$ cat config.mk
export PLATFORM = sky130hd
export DESIGN_NAME = btb_predictor
export DESIGN_NICKNAME = d
export VERILOG_FILES = /design/src/rtl/btb_predictor.sv
export SDC_FILE = /design/constraint.sdc
export NUM_CORES = 1
export LEC_CHECK = 0
export BUFFER_PORTS_ARGS = -buffer_cell sky130_fd_sc_hd__buf_2
export CORE_MARGIN = 2
export CORE_UTILIZATION = 35
export CTS_CLUSTER_SIZE = 14
export DETAILED_ROUTE_END_ITERATION = 16
export GPL_ROUTABILITY_DRIVEN = 0
export SYNTH_ARGS = -nofsm -noshare
export SYNTH_HDL_FRONTEND = slang
export SYNTH_SLANG_ARGS = --single-unit
$ cat constraint.sdc
create_clock -name clk -period 6.5 [get_ports clk]
set_input_delay 0.325 -clock clk [delete_from_list [all_inputs] [get_ports clk]]
set_output_delay 0.325 -clock clk [all_outputs]
set_load 0.01 [all_outputs]
$ cat src/rtl/btb_predictor.sv
// Direct-mapped branch target buffer. The IF-stage lookup is combinational.
// The MEM stage trains an entry in one cycle through saturating direction counters.
module btb_predictor #(
  parameter int XLEN    = 32,
  parameter int ENTRIES = 16,
  parameter int TAG_W   = 6,
  parameter int CNT_W   = 2
) (
  input  logic            clk,
  input  logic            rst_n,
  input  logic [XLEN-1:0] lk_pc,
  output logic            pred_hit,
  output logic            pred_taken,
  output logic [XLEN-1:0] pred_target,
  input  logic            upd_valid,
  input  logic [XLEN-1:0] upd_pc,
  input  logic            upd_taken,
  input  logic [XLEN-1:0] upd_target,
  input  logic            flush
);

  localparam int IDX_W = $clog2(ENTRIES);
  localparam logic [CNT_W-1:0] CNT_MAX  = {CNT_W{1'b1}};
  // Weakly taken is the MSB alone; this form also works for CNT_W = 1.
  localparam logic [CNT_W-1:0] CNT_WEAK = CNT_MAX ^ (CNT_MAX >> 1);

  logic             v_q   [ENTRIES];
  logic [TAG_W-1:0] tag_q [ENTRIES];
  logic [XLEN-1:0]  ta_q  [ENTRIES];
  logic [CNT_W-1:0] cnt_q [ENTRIES];

  logic [IDX_W-1:0] lk_idx, upd_idx;
  logic [TAG_W-1:0] lk_tag, upd_tag;
  logic             upd_hit;
  logic             upd_we;
  logic [XLEN-1:0]  ta_d;
  logic [CNT_W-1:0] cnt_d;
  logic             unused_pc_bits;

  assign lk_idx  = lk_pc[IDX_W+1:2];
  assign lk_tag  = lk_pc[IDX_W+TAG_W+1:IDX_W+2];
  assign upd_idx = upd_pc[IDX_W+1:2];
  assign upd_tag = upd_pc[IDX_W+TAG_W+1:IDX_W+2];
  assign unused_pc_bits = ^{lk_pc, upd_pc};

  // Lookup sees pre-edge contents only; a same-cycle update is never bypassed.
  assign pred_hit    = v_q[lk_idx] && (tag_q[lk_idx] == lk_tag);
  assign pred_taken  = pred_hit && cnt_q[lk_idx][CNT_W-1];
  assign pred_target = pred_hit ? ta_q[lk_idx] : '0;

  assign upd_hit = v_q[upd_idx] && (tag_q[upd_idx] == upd_tag);

  // NOTE: every always_comb output gets a default first so no latch is inferred.
  always_comb begin
    upd_we = 1'b0;
    ta_d   = ta_q[upd_idx];
    cnt_d  = cnt_q[upd_idx];
    if (upd_valid && !flush) begin
      if (upd_hit) begin
        upd_we = 1'b1;
        if (upd_taken) begin
          ta_d  = upd_target;
          cnt_d = (cnt_q[upd_idx] == CNT_MAX) ? CNT_MAX : cnt_q[upd_idx] + 1'b1;
        end else begin
          cnt_d = (cnt_q[upd_idx] == '0) ? '0 : cnt_q[upd_idx] - 1'b1;
        end
      end else if (upd_taken) begin
        upd_we = 1'b1;
        ta_d   = upd_target;
        cnt_d  = CNT_WEAK;
      end
    end
  end

  // NOTE: the table is built from flops rather than SRAM, so the async reset clears every entry.
  // NOTE: state updates use non-blocking assignments so all entries sample pre-edge values.
  always_ff @(posedge clk or negedge rst_n) begin
    if (!rst_n) begin
      for (int i = 0; i < ENTRIES; i++) begin
        v_q[i]   <= 1'b0;
        tag_q[i] <= '0;
        ta_q[i]  <= '0;
        cnt_q[i] <= '0;
      end
    end else if (flush) begin
      for (int i = 0; i < ENTRIES; i++) begin
        v_q[i] <= 1'b0;
      end
    end else if (upd_we) begin
      v_q[upd_idx]   <= 1'b1;
      tag_q[upd_idx] <= upd_tag;
      ta_q[upd_idx]  <= ta_d;
      cnt_q[upd_idx] <= cnt_d;
    end
  end

endmodule
==> metrics.csv <==
stage,metric,value,unit
timing,final_critical_path_setup_slack,1.83,ns
synthesis,number_of_unique_standard_cell_types_used_by_synthesis,47,
die,initial_core_util,35.2,%
final_layout,drive_gt1_share,57.3,%
placed_design,placedInstanceArea,37900,um2
global_route,vias_in_the_first_global_route,22900,
worst_hold_path,number_of_cells_traversed_by_the_worst_hold_path,2,
global_route,number_of_antenna_violations_at_the_first_check_in_global_routing,10,
setup_path,largest_fanout_on_the_critical_path,25,
routing,number_of_vias_after_detailed_routing,20300,
timing,finalSetupViolCount,0,
clock_tree,cts_tree,done,
placed_design,place_worst_setup_slack,1.48,ns
die,die_width,326,um
timing,post-route-min-period,4.67,ns
die,io_pins,135,
synthesis,cell_count_after_synthesis,2137,
timing,clock-skew-final,0.0364,ns
timing,finalHoldViolations,0,
timing,final_min_period_over_clock_period,71.8,%
synthesis,yosysTopAreaCell,sky130_fd_sc_hd__dfrtp_1,
clock_tree,clockRootBuffer,sky130_fd_sc_hd__clkbuf_16,
setup_path,ff2ff_path_depth,9,
global_route,grt_start_max_net_pins,181,
worst_hold_path,hold_start,flush,
timing,final.hold.worst_slack,0.0593,ns
setup_path,r2r-start,tag_q[66],
placed_design,placement.io_buffers,90,
synthesis,post_synth_adder_cell_area,0,%
synthesis,yosys-mux-area-fraction,47.8,%
timing,finalMaxSlewViolations,0,
die,placementRows,118,
clock_tree,cts_setup_buffers,0,
timing,max-slew-margin-rel,27.3,%
routing,detail_route.first_pass.iterations,5,
setup_path,setup.reg_to_reg.worst_slack,2.03,ns
global_route,grt_use_total,18.9,%
synthesis,synth_seq_cells,656,
outcome,outcome,"finished, final reports clean",
routing,detailedRoute.firstIterationViolations,1423,
synthesis,syn_nets,2238,
setup_path,critical_path_arrival,4.34,ns
timing,maxClockFrequency,214,MHz
routing,finalWirelength,99300,um
global_route,grt.overflow.total,0,
setup_path,regToRegEndpoint,ta_q[82],
clock_tree,cts-htree-levels,3,
routing,post-route-drc-count,0,
timing,finalSetupTns,0,ns
synthesis,synth_top_family_by_area,multiplexers,
setup_path,worst-endpoint-required,6.17,ns
worst_hold_path,hold_path.class,in2reg,
die,chipHeight,326,um
synthesis,ys_async_sr_fraction,100,%
clock_tree,clkTransAtPathRegs,0.07,ns
job,maxCapViolCount,0,
global_route,grt_pass1_wl,152000,um
timing,rsz0062_at_grt,false,
synthesis,synth.cell_area,36400,um2
synthesis,synth_sequential_area_ratio,45.1,%
clock_tree,cts-resized-gates,0,
timing,worstMarginPinSlew,1.09,ns
routing,detail-route-antenna-nets,0,
synthesis,synth_simple_gate_area_share,1.68,%
die,die-area,107000,um2
setup_path,critPathKind,reg2out,
pwr,p_per_area,247,nW/um2
worst_hold_path,worst_hold_path.endpoint,v_q[9],
synthesis,synth_xor_area_share,0.265,%
synthesis,post_synth.cell_area_avg,17.0,um2
clock_tree,clk_latency,0.64,ns
pwr,ir_drop,0.156,mV
setup_path,timing.critical_path.from_type,register,
clock_tree,numClockSinks,656,
synthesis,number_of_warnings_issued_by_yosys,0,
placed_design,dp_hpwl,56500,um
synthesis,postSynth.topFlopCell,sky130_fd_sc_hd__dfrtp_1,
clock_tree,cts_buffer_depth,3,
synthesis,synth_edf_count,0,
pwr,standby_leakage_power,18.8,nW
final_layout,finish.net_count,2234,
synthesis,compound_cell_area_share_of_the_yosys_netlist,1.27,%
synthesis,synth_largest_type_area_fraction,45.1,%
clock_tree,cts_hold_buffers,1,
synthesis,area_contributors_post_synth,"sky130_fd_sc_hd__dfrtp_1 45%, sky130_fd_sc_hd__mux4_2 24%, sky130_fd_sc_hd__mux2_4 11%, sky130_fd_sc_hd__mux2_2 9.8%, sky130_fd_sc_hd__mux2_1 2.2%",
clock_tree,tritoncts.num_buffers,76,
final_layout,syn_to_final_growth,11.5,%
routing,route.detailed.wl_per_inst,27.8,um
die,core_area,103000,um2
final_layout,area_of_all_placed_cells_without_fillers,40500,um2
routing,drt-vias-per-instance,5.69,
setup_path,critical_path.endpoint_type,primary output,
area by class of cell:
cell class / instances / area, um2
well taps: 1380 / 1730
multi-input cells: 1224 / 18600
fillers: 9348 / 62800
clock inverters: 25 / 362
flip-flops and latches: 656 / 16400
diodes: 4 / 10.0
repair buffers: 138 / 1030
inverters: 37 / 139
clock buffers: 110 / 2260
kinds of logic after synthesis:
logic type / Yosys count
mux: 1068
simple gates: 84
compound gates: 61
buf+inv: 257
flops: 656
xor+xnor: 11
worst max path at each step:
stage | startpoint | to | slack [ns] | depth (start not counted)
after floorplan | lk_pc[2] | pred_target[10] | 3.04 | 10
after global placement | upd_pc[2] | ta_q[21] | 1.48 | 11
after detailed placement | upd_pc[5] | ta_q[21] | 1.48 | 11
after CTS | tag_q[57] | pred_target[16] | 1.65 | 8
after global routing | lk_pc[2] | pred_target[16] | 1.55 | 9
final | tag_q[63] | pred_target[22] | 1.83 | 7
synth_stat cells, drive strengths merged (3+ instances only):
| cell type | number |
|---|---|
| dfrtp | 656 |
| nor2 | 7 |
| a22oi | 5 |
| buf | 127 |
| nor2b | 38 |
| o2bb2ai | 8 |
| o21ba | 6 |
| mux2 | 641 |
| mux4 | 395 |
| nand2 | 6 |
| xnor2 | 6 |
| nand3 | 10 |
| clkbuf | 93 |
| a22o | 10 |
| a21oi | 16 |
| a31oi | 3 |
| o21ai | 4 |
| inv | 37 |
| xor2 | 5 |
| mux2i | 32 |
| and3 | 9 |
metrics by stage:
stage / util (%) / cells / power [mW]
5_1_grt: 39.2 / 3572 / 10.4
2_1_floorplan: - / 2137 / 5.25
6_report: 39.2 / 3574 / 10.0
4_1_cts: 39.2 / 3570 / 10.1
3_5_place_dp: 36.7 / 3434 / 5.60
3_3_place_gp: 36.7 / 3434 / 5.55
routing by layer:
metal	part of all wire, %	vias up	GRT usage [%]
met3	5.2	182	3.53
li1	-	8299	-
met1	43	11200	25.7
met5	0.095	-	0
met4	2.8	14	6.18
met2	49	580	30.7
critical path, stage by stage (launching register included):
cell	delay, ns
sky130_fd_sc_hd__dfrtp_1	0.41
sky130_fd_sc_hd__mux4_2	0.48
sky130_fd_sc_hd__mux4_2	0.53
sky130_fd_sc_hd__xnor2_1	0.17
sky130_fd_sc_hd__nand4_1	0.15
sky130_fd_sc_hd__or4_2	1.22
sky130_fd_sc_hd__nor2b_1	0.51
sky130_fd_sc_hd__buf_2	0.21
power breakdown:
group	switching (mW)	internal, mW
registers	0.160	4.30
clock network	1.77	2.73
logic	0.507	0.555
flip-flops by register name, summed over array words and instances (netlist names):
name	flops
ta_q	512
tag_q	96
cnt_q	32
v_q	16
cells in the final DEF (no fill, tap or decap), drive strengths merged, types with 2 or more instances in the layout:
cell type and instances:
dfrtp 656, mux2 641, mux4 395, buf 137, clkbuf 110, inv 40, nor2b 38, mux2i 32
a21oi 16, clkinv 13, nand3 10, a22o 10, and3 9, o2bb2ai 8, bufinv 8, nor2 7
xnor2 6, o21ba 6, nand2 6, xor2 5, a22oi 5, diode 4, o21ai 4, a31oi 3
and2 2, and2b 2, o211ai 2, or3 2, o2111ai 2, nor3b 2
Note: power is estimated with default switching activity, not from simulation.
